$ cat src/rtl/id_ex_pipe_if.sv
// ID/EX pipeline bundle.
// The master side is the decode stage and pipeline control. It drives the ID_* fields plus hold and flush.
// The slave side is the ID/EX register. It drives the EX_* fields and the load-use stall.
interface id_ex_pipe_if #(
    parameter int XLEN   = 32,
    parameter int CTRL_W = 8
);
    logic              ID_valid;
    logic [XLEN-1:0]   ID_pc;
    logic [XLEN-1:0]   ID_rs1_data;
    logic [XLEN-1:0]   ID_rs2_data;
    logic [XLEN-1:0]   ID_imm;
    logic [4:0]        ID_rs1;
    logic [4:0]        ID_rs2;
    logic [4:0]        ID_rd;
    logic              ID_use_rs1;
    logic              ID_use_rs2;
    logic              ID_regwrite;
    logic              ID_memread;
    logic              ID_memwrite;
    logic [CTRL_W-1:0] ID_ctrl;
    logic              hold;
    logic              flush;

    logic              stall;
    logic              EX_valid;
    logic [XLEN-1:0]   EX_pc;
    logic [XLEN-1:0]   EX_rs1_data;
    logic [XLEN-1:0]   EX_rs2_data;
    logic [XLEN-1:0]   EX_imm;
    logic [4:0]        EX_rs1;
    logic [4:0]        EX_rs2;
    logic [4:0]        EX_rd;
    logic              EX_regwrite;
    logic              EX_memread;
    logic              EX_memwrite;
    logic [CTRL_W-1:0] EX_ctrl;

    modport master (
        output ID_valid, ID_pc, ID_rs1_data, ID_rs2_data, ID_imm,
               ID_rs1, ID_rs2, ID_rd, ID_use_rs1, ID_use_rs2,
               ID_regwrite, ID_memread, ID_memwrite, ID_ctrl, hold, flush,
        input  stall, EX_valid, EX_pc, EX_rs1_data, EX_rs2_data, EX_imm,
               EX_rs1, EX_rs2, EX_rd, EX_regwrite, EX_memread, EX_memwrite,
               EX_ctrl
    );

    modport slave (
        input  ID_valid, ID_pc, ID_rs1_data, ID_rs2_data, ID_imm,
               ID_rs1, ID_rs2, ID_rd, ID_use_rs1, ID_use_rs2,
               ID_regwrite, ID_memread, ID_memwrite, ID_ctrl, hold, flush,
        output stall, EX_valid, EX_pc, EX_rs1_data, EX_rs2_data, EX_imm,
               EX_rs1, EX_rs2, EX_rd, EX_regwrite, EX_memread, EX_memwrite,
               EX_ctrl
    );
endinterface

$ cat src/rtl/id_ex_pipe.sv
// ID/EX pipeline register with load-use hazard detection, bubble insertion and branch flush.
// Optional macro IDEX_HAZARD_STAT_EN adds two saturating counters, stall_cnt and flush_cnt.
// When the macro is undefined, those ports and their counters do not exist.
// A bubble is all-zero, so the forwarding unit can never match a bubble's rd.
module id_ex_pipe #(
    parameter int XLEN   = 32,
    parameter int CTRL_W = 8
) (
    input  logic        clk,
    input  logic        rst_n,
    id_ex_pipe_if.slave bus
`ifdef IDEX_HAZARD_STAT_EN
    ,
    output logic [31:0] stall_cnt,
    output logic [31:0] flush_cnt
`endif
);

    typedef struct packed {
        logic              valid;
        logic [XLEN-1:0]   pc;
        logic [XLEN-1:0]   rs1_data;
        logic [XLEN-1:0]   rs2_data;
        logic [XLEN-1:0]   imm;
        logic [4:0]        rs1;
        logic [4:0]        rs2;
        logic [4:0]        rd;
        logic              regwrite;
        logic              memread;
        logic              memwrite;
        logic [CTRL_W-1:0] ctrl;
    } ex_stage_t;

    ex_stage_t ex_q, ex_d;
    logic      load_use;
    logic      rs1_hit, rs2_hit;

    // Detect a load in EX whose non-x0 rd is a source of the ID instruction.
    always_comb begin
        rs1_hit  = bus.ID_use_rs1 && (bus.ID_rs1 == ex_q.rd);
        rs2_hit  = bus.ID_use_rs2 && (bus.ID_rs2 == ex_q.rd);
        load_use = ex_q.valid && ex_q.memread && (ex_q.rd != 5'd0)
                   && bus.ID_valid && (rs1_hit || rs2_hit);
    end

    // A flush kills the dependent instruction anyway, so it must not stall upstream.
    assign bus.stall = load_use && !bus.flush;

    // Next-state priority: hold, then flush, then load-use bubble, then capture.
    always_comb begin
        ex_d = ex_q;
        if (bus.hold) begin
            ex_d = ex_q;
        end else if (bus.flush || load_use) begin
            ex_d = '0;
        end else begin
            ex_d.valid    = bus.ID_valid;
            ex_d.pc       = bus.ID_pc;
            ex_d.rs1_data = bus.ID_rs1_data;
            ex_d.rs2_data = bus.ID_rs2_data;
            ex_d.imm      = bus.ID_imm;
            ex_d.rs1      = bus.ID_rs1;
            ex_d.rs2      = bus.ID_rs2;
            ex_d.rd       = bus.ID_rd;
            // Control is forced off for an invalid slot, so it can never write state.
            ex_d.regwrite = bus.ID_valid && bus.ID_regwrite;
            ex_d.memread  = bus.ID_valid && bus.ID_memread;
            ex_d.memwrite = bus.ID_valid && bus.ID_memwrite;
            ex_d.ctrl     = bus.ID_valid ? bus.ID_ctrl : '0;
        end
    end

    // Pipeline register. Reset clears EX_valid asynchronously, so stall drops at once.
    always_ff @(posedge clk or negedge rst_n) begin
        if (!rst_n) begin
            ex_q <= '0;
        end else begin
            ex_q <= ex_d;
        end
    end

    assign bus.EX_valid    = ex_q.valid;
    assign bus.EX_pc       = ex_q.pc;
    assign bus.EX_rs1_data = ex_q.rs1_data;
    assign bus.EX_rs2_data = ex_q.rs2_data;
    assign bus.EX_imm      = ex_q.imm;
    assign bus.EX_rs1      = ex_q.rs1;
    assign bus.EX_rs2      = ex_q.rs2;
    assign bus.EX_rd       = ex_q.rd;
    assign bus.EX_regwrite = ex_q.regwrite;
    assign bus.EX_memread  = ex_q.memread;
    assign bus.EX_memwrite = ex_q.memwrite;
    assign bus.EX_ctrl     = ex_q.ctrl;

`ifdef IDEX_HAZARD_STAT_EN
    logic [31:0] stall_cnt_q, flush_cnt_q;

    // Hazard statistics: count unfrozen stall and flush edges, saturating at all-ones.
    always_ff @(posedge clk or negedge rst_n) begin
        if (!rst_n) begin
            stall_cnt_q <= '0;
            flush_cnt_q <= '0;
        end else begin
            if (bus.stall && !bus.hold && (stall_cnt_q != 32'hFFFF_FFFF)) begin
                stall_cnt_q <= stall_cnt_q + 32'd1;
            end
            if (bus.flush && !bus.hold && (flush_cnt_q != 32'hFFFF_FFFF)) begin
                flush_cnt_q <= flush_cnt_q + 32'd1;
            end
        end
    end

    assign stall_cnt = stall_cnt_q;
    assign flush_cnt = flush_cnt_q;
`endif

endmodule

$ cat src/flat_wrapper.sv
// flat-port wrapper written by rule: the top's interface ports become plain ports
module id_ex_pipe_flat 
#(
    parameter int XLEN   = 32,
    parameter int CTRL_W = 8
)
  (clk, rst_n, bus_ID_valid, bus_ID_pc, bus_ID_rs1_data, bus_ID_rs2_data, bus_ID_imm, bus_ID_rs1, bus_ID_rs2, bus_ID_rd, bus_ID_use_rs1, bus_ID_use_rs2, bus_ID_regwrite, bus_ID_memread, bus_ID_memwrite, bus_ID_ctrl, bus_hold, bus_flush, bus_stall, bus_EX_valid, bus_EX_pc, bus_EX_rs1_data, bus_EX_rs2_data, bus_EX_imm, bus_EX_rs1, bus_EX_rs2, bus_EX_rd, bus_EX_regwrite, bus_EX_memread, bus_EX_memwrite, bus_EX_ctrl);
  id_ex_pipe_if #(.XLEN(XLEN), .CTRL_W(CTRL_W)) bus_i ();
  input  logic clk;
  input  logic rst_n;
  input wire logic [$bits(bus_i.ID_valid)-1:0] bus_ID_valid;
  input wire logic [$bits(bus_i.ID_pc)-1:0] bus_ID_pc;
  input wire logic [$bits(bus_i.ID_rs1_data)-1:0] bus_ID_rs1_data;
  input wire logic [$bits(bus_i.ID_rs2_data)-1:0] bus_ID_rs2_data;
  input wire logic [$bits(bus_i.ID_imm)-1:0] bus_ID_imm;
  input wire logic [$bits(bus_i.ID_rs1)-1:0] bus_ID_rs1;
  input wire logic [$bits(bus_i.ID_rs2)-1:0] bus_ID_rs2;
  input wire logic [$bits(bus_i.ID_rd)-1:0] bus_ID_rd;
  input wire logic [$bits(bus_i.ID_use_rs1)-1:0] bus_ID_use_rs1;
  input wire logic [$bits(bus_i.ID_use_rs2)-1:0] bus_ID_use_rs2;
  input wire logic [$bits(bus_i.ID_regwrite)-1:0] bus_ID_regwrite;
  input wire logic [$bits(bus_i.ID_memread)-1:0] bus_ID_memread;
  input wire logic [$bits(bus_i.ID_memwrite)-1:0] bus_ID_memwrite;
  input wire logic [$bits(bus_i.ID_ctrl)-1:0] bus_ID_ctrl;
  input wire logic [$bits(bus_i.hold)-1:0] bus_hold;
  input wire logic [$bits(bus_i.flush)-1:0] bus_flush;
  output wire logic [$bits(bus_i.stall)-1:0] bus_stall;
  output wire logic [$bits(bus_i.EX_valid)-1:0] bus_EX_valid;
  output wire logic [$bits(bus_i.EX_pc)-1:0] bus_EX_pc;
  output wire logic [$bits(bus_i.EX_rs1_data)-1:0] bus_EX_rs1_data;
  output wire logic [$bits(bus_i.EX_rs2_data)-1:0] bus_EX_rs2_data;
  output wire logic [$bits(bus_i.EX_imm)-1:0] bus_EX_imm;
  output wire logic [$bits(bus_i.EX_rs1)-1:0] bus_EX_rs1;
  output wire logic [$bits(bus_i.EX_rs2)-1:0] bus_EX_rs2;
  output wire logic [$bits(bus_i.EX_rd)-1:0] bus_EX_rd;
  output wire logic [$bits(bus_i.EX_regwrite)-1:0] bus_EX_regwrite;
  output wire logic [$bits(bus_i.EX_memread)-1:0] bus_EX_memread;
  output wire logic [$bits(bus_i.EX_memwrite)-1:0] bus_EX_memwrite;
  output wire logic [$bits(bus_i.EX_ctrl)-1:0] bus_EX_ctrl;
  assign bus_i.ID_valid = bus_ID_valid;
  assign bus_i.ID_pc = bus_ID_pc;
  assign bus_i.ID_rs1_data = bus_ID_rs1_data;
  assign bus_i.ID_rs2_data = bus_ID_rs2_data;
  assign bus_i.ID_imm = bus_ID_imm;
  assign bus_i.ID_rs1 = bus_ID_rs1;
  assign bus_i.ID_rs2 = bus_ID_rs2;
  assign bus_i.ID_rd = bus_ID_rd;
  assign bus_i.ID_use_rs1 = bus_ID_use_rs1;
  assign bus_i.ID_use_rs2 = bus_ID_use_rs2;
  assign bus_i.ID_regwrite = bus_ID_regwrite;
  assign bus_i.ID_memread = bus_ID_memread;
  assign bus_i.ID_memwrite = bus_ID_memwrite;
  assign bus_i.ID_ctrl = bus_ID_ctrl;
  assign bus_i.hold = bus_hold;
  assign bus_i.flush = bus_flush;
  assign bus_stall = bus_i.stall;
  assign bus_EX_valid = bus_i.EX_valid;
  assign bus_EX_pc = bus_i.EX_pc;
  assign bus_EX_rs1_data = bus_i.EX_rs1_data;
  assign bus_EX_rs2_data = bus_i.EX_rs2_data;
  assign bus_EX_imm = bus_i.EX_imm;
  assign bus_EX_rs1 = bus_i.EX_rs1;
  assign bus_EX_rs2 = bus_i.EX_rs2;
  assign bus_EX_rd = bus_i.EX_rd;
  assign bus_EX_regwrite = bus_i.EX_regwrite;
  assign bus_EX_memread = bus_i.EX_memread;
  assign bus_EX_memwrite = bus_i.EX_memwrite;
  assign bus_EX_ctrl = bus_i.EX_ctrl;
  id_ex_pipe #(.XLEN(XLEN), .CTRL_W(CTRL_W)) u_core (.clk(clk), .rst_n(rst_n), .bus(bus_i));
endmodule
$ cat config.mk
export PLATFORM = sky130hd
export DESIGN_NAME = id_ex_pipe_flat
export DESIGN_NICKNAME = d
export VERILOG_FILES = /design/src/rtl/id_ex_pipe_if.sv /design/src/rtl/id_ex_pipe.sv /design/src/flat_wrapper.sv
export SDC_FILE = /design/constraint.sdc
export NUM_CORES = 1
export LEC_CHECK = 0
export CAP_MARGIN = 30
export CORE_UTILIZATION = 42
export CTS_BUF_LIST = sky130_fd_sc_hd__clkbuf_8 sky130_fd_sc_hd__clkbuf_16
export CTS_CLUSTER_SIZE = 40
export DETAILED_ROUTE_END_ITERATION = 10
export GPL_ROUTABILITY_DRIVEN = 0
export GPL_TIMING_DRIVEN = 0
export HOLD_SLACK_MARGIN = 0.08
export PLACE_DENSITY_LB_ADDON = 0.1
export SYNTH_ARGS = -nofsm -noshare
export SYNTH_HDL_FRONTEND = slang
export SYNTH_SLANG_ARGS = --single-unit
$ cat constraint.sdc
create_clock -name clk -period 2.4 [get_ports clk]
set_clock_uncertainty 0.1 [all_clocks]
set_input_delay 0.48 -clock clk [delete_from_list [all_inputs] [get_ports clk]]
set_output_delay 0.48 -clock clk [all_outputs]
set_load 0.02 [all_outputs]
==> impl_metrics.yaml <==
status:
  outcome: "finished with violations"
  violations: "setup timing"
logic_synthesis:
  synthXorXnorAreaFrac_pct: 1.23
  synth_top_family_by_area: "compound AO/OA/AOI/OAI gates"
  synthAdderAreaFrac_pct: 0
  yosysTopAreaCell: "dfrtp_1"
  synthTopCellsByArea: "dfrtp_1 54%, a32oi_1 19%, o21ai_1 11%, nand2_1 8.3%, clkbuf_1 2.9%"
  postSynthCellCount: 726
  ys_ff_latch: 155
  avgSynthCellArea_um2: 9.84
  syn_area_mm2: 0.00714
  synth_compound_area_share_pct: 30.0
  seq_area_frac_synth_pct: 54.3
  synth_fp_nets: 887
  synth-simple-area-share_pct: 8.87
  synthMuxAreaShare_pct: 0
  yosys_warnings: 0
  ys_types: 18
  synth_top_cell_area_share_pct: 54.3
routing:
  dr_total_vias: 7450
  viasPerCell: 5.71
  route.detailed.drc: 0
  routed_wl_um: 25000
  drt-initial-drc-count: 509
  dr.pass1.iters: 5
  ant_nets: 0
  routedWlPerCell_um: 19.2
cells_and_area:
  multiInputGateArea_mm2: 0.00290
  final-seq-area_mm2: 0.00388
  final_core_util_pct: 68.4
  fill_cells: 1348
  layout_common_cells: "305 x clkdlybuf4s50_1, 157 x nand2_1, 155 x o21ai_1"
  syn2layout_area_growth_pct: 58.9
  fin_nets: 1230
  layout_commonest_cell: "clkdlybuf4s50_1"
  drive_gt1_share_pct: 6.65
sta:
  max-slew-margin-rel_pct: 59.5
  worstMarginPinSlew_ns: 0.608
  max_freq_mhz: 395
  min_period_ns: 2.53
  maxSlewViolCount: 0
  setup_viol: 1
  finalWorstSetupSlack_ns: -0.130
  hold_viol: 0
  min_period_over_period_pct: 105
  rsz0062_at_grt: "yes"
critical_path:
  cp-end-kind: "output pin"
  crit_arrival_ns: 1.95
  required_ns: 1.82
  start_kind: "flip-flop"
  crit_type: "flip-flop to output pin"
  path_max_fanout: 5
global_route:
  use_met1_pct: 37.2
  overflow: 0
  grt_max_degree: 117
  grt_pass1_wl_um: 39300
  grt_util_all_layers_pct: 28.6
  antenna_found_initial: 2
  grt.busiest_layer: "met2"
  grt_pass1_vias: 7313
  grt_util_met2_pct: 45.2
  grt_util_met3_pct: 7.34
clock_tree:
  numCtsBuffers: 17
  cts_max_path_buffers: 2
  clkSinkCount: 155
  h-tree-depth: 4
  cts_root_buf: "clkbuf_16"
  cts_tree: "done"
  clkTransAtPathRegs_ns: 0.06
  clk_latency_ns: 0.42
placement:
  hpwl_um: 17200
  io_buffers: 316
die:
  start_util_pct: 43.1
  dieArea_mm2: 0.0175
  die_w_um: 132
  rows: 47
  die_h_um: 132
  io_pins: 317
  core-area_mm2: 0.0166
power_and_ir_drop:
  p_total_mw: 8.10
  p_per_area_mw_per_mm2: 714
  ir_worst_vdd_mv: 0.499
  p_leak_nw: 4.41
hold_path:
  holdCritPathClass: "primary input to flip-flop"
run:
  maxCapViolations: 0
## worst max-delay path, stage by stage, from the launching register on
cell,delay (ns)
dfrtp_2,0.45
or4_4,0.55
o21ai_2,0.19
buf_4,0.14
nor3b_2,0.04
buf_4,0.15
## routing by layer
| metal | up-vias | part of all wire (%) |
|---|---|---|
| li1 | 3463 | - |
| met1 | 3634 | 41 |
| met2 | 308 | 49 |
| met3 | 45 | 6.9 |
| met4 | 0 | 3.0 |
| met5 | - | 0 |
## power by group
group | internal (mW) | switching [mW] | leakage, nW
clock network | 1.71 | 1.11 | 0.303
registers | 2.93 | 0.206 | 1.91
logic | 1.05 | 1.10 | 2.19
## cells by family (layout without fill, tap and decap cells)
logic type      count (synthesis)  count (layout)
buf+inv                        85             441
simple gates                  164             164
other cells                     0               2
compound gates                312             312
xor+xnor                       10              10
flops                         155             155
## cell type report
class / count / area share (%)
multi-input cells: 486 / 25.6
diodes: 2 / 0.0441
clock inverters: 12 / 1.29
clock buffers: 20 / 4.11
flip-flops and latches: 155 / 34.2
plain buffers: 85 / 3.57
repair buffers: 324 / 28.8
well taps: 220 / 2.43
## flip-flops by register name, summed over array words and instances, names as in the netlist
name,cells
u_core.bus.EX_pc,32
u_core.bus.EX_regwrite,1
u_core.bus.EX_memread,1
u_core.bus.EX_rd,5
u_core.bus.EX_memwrite,1
u_core.bus.EX_rs1_data,32
u_core.bus.EX_ctrl,8
u_core.bus.EX_valid,1
u_core.bus.EX_rs2_data,32
u_core.bus.EX_imm,32
u_core.bus.EX_rs1,5
u_core.bus.EX_rs2,5
## worst paths after layout
check	start	end	slack (ns)	cells after the start
min in group asynchronous	rst_n	u_core.bus.EX_imm[20]	0.41	2
max in group asynchronous	rst_n	u_core.bus.EX_rd[2]	0.85	3
hold / removal	bus_ID_rs1[2]	u_core.bus.EX_rs1[2]	0.26	3
setup / recovery	u_core.bus.EX_rd[3]	bus_stall	-0.13	5
setup reg to reg	u_core.bus.EX_rd[1]	u_core.bus.EX_valid	0.17	7
hold reg to reg	u_core.bus.EX_rs2_data[16]	u_core.bus.EX_rs2_data[16]	0.40	2
## synth_stat cells
master    number
clkbuf_1      55
nor2_1         1
a32oi_1      154
buf_2          3
buf_4         12
nand2_1      157
buf_1         11
a22oi_1        1
and2_1         1
o22ai_1        1
dfrtp_1      155
nand4_1        2
nor3b_1        1
xnor2_1       10
and3_1         1
buf_6          4
o21ai_1      156
or4_1          1
## timing repair
action,in CTS,in global routing
hold endpoints to repair,39,0
endpoints found under the setup margin,135,100
pin swaps,1,6
resized for setup,15,16
buffers inserted,2,4
hold buffers,1,0
## metrics by stage
step | instance area (µm²) | TNS (ns) | cells | setup slack, ns | hold slack [ns]
6_report | 11300 | -0.130 | 1304 | -0.130 | 0.263
5_1_grt | 11300 | -0.254 | 1304 | -0.188 | 0.268
4_1_cts | 11300 | -0.151 | 1298 | -0.151 | 0.375
3_5_place_dp | 10600 | -91.14 | 1263 | -0.874 | 0.274
3_3_place_gp | 10600 | -973.44 | 1262 | -5.77 | 0.378
2_1_floorplan | 7140 | 0 | 726 | 0.106 | 0.0844
(Power assumes the default switching activity.)
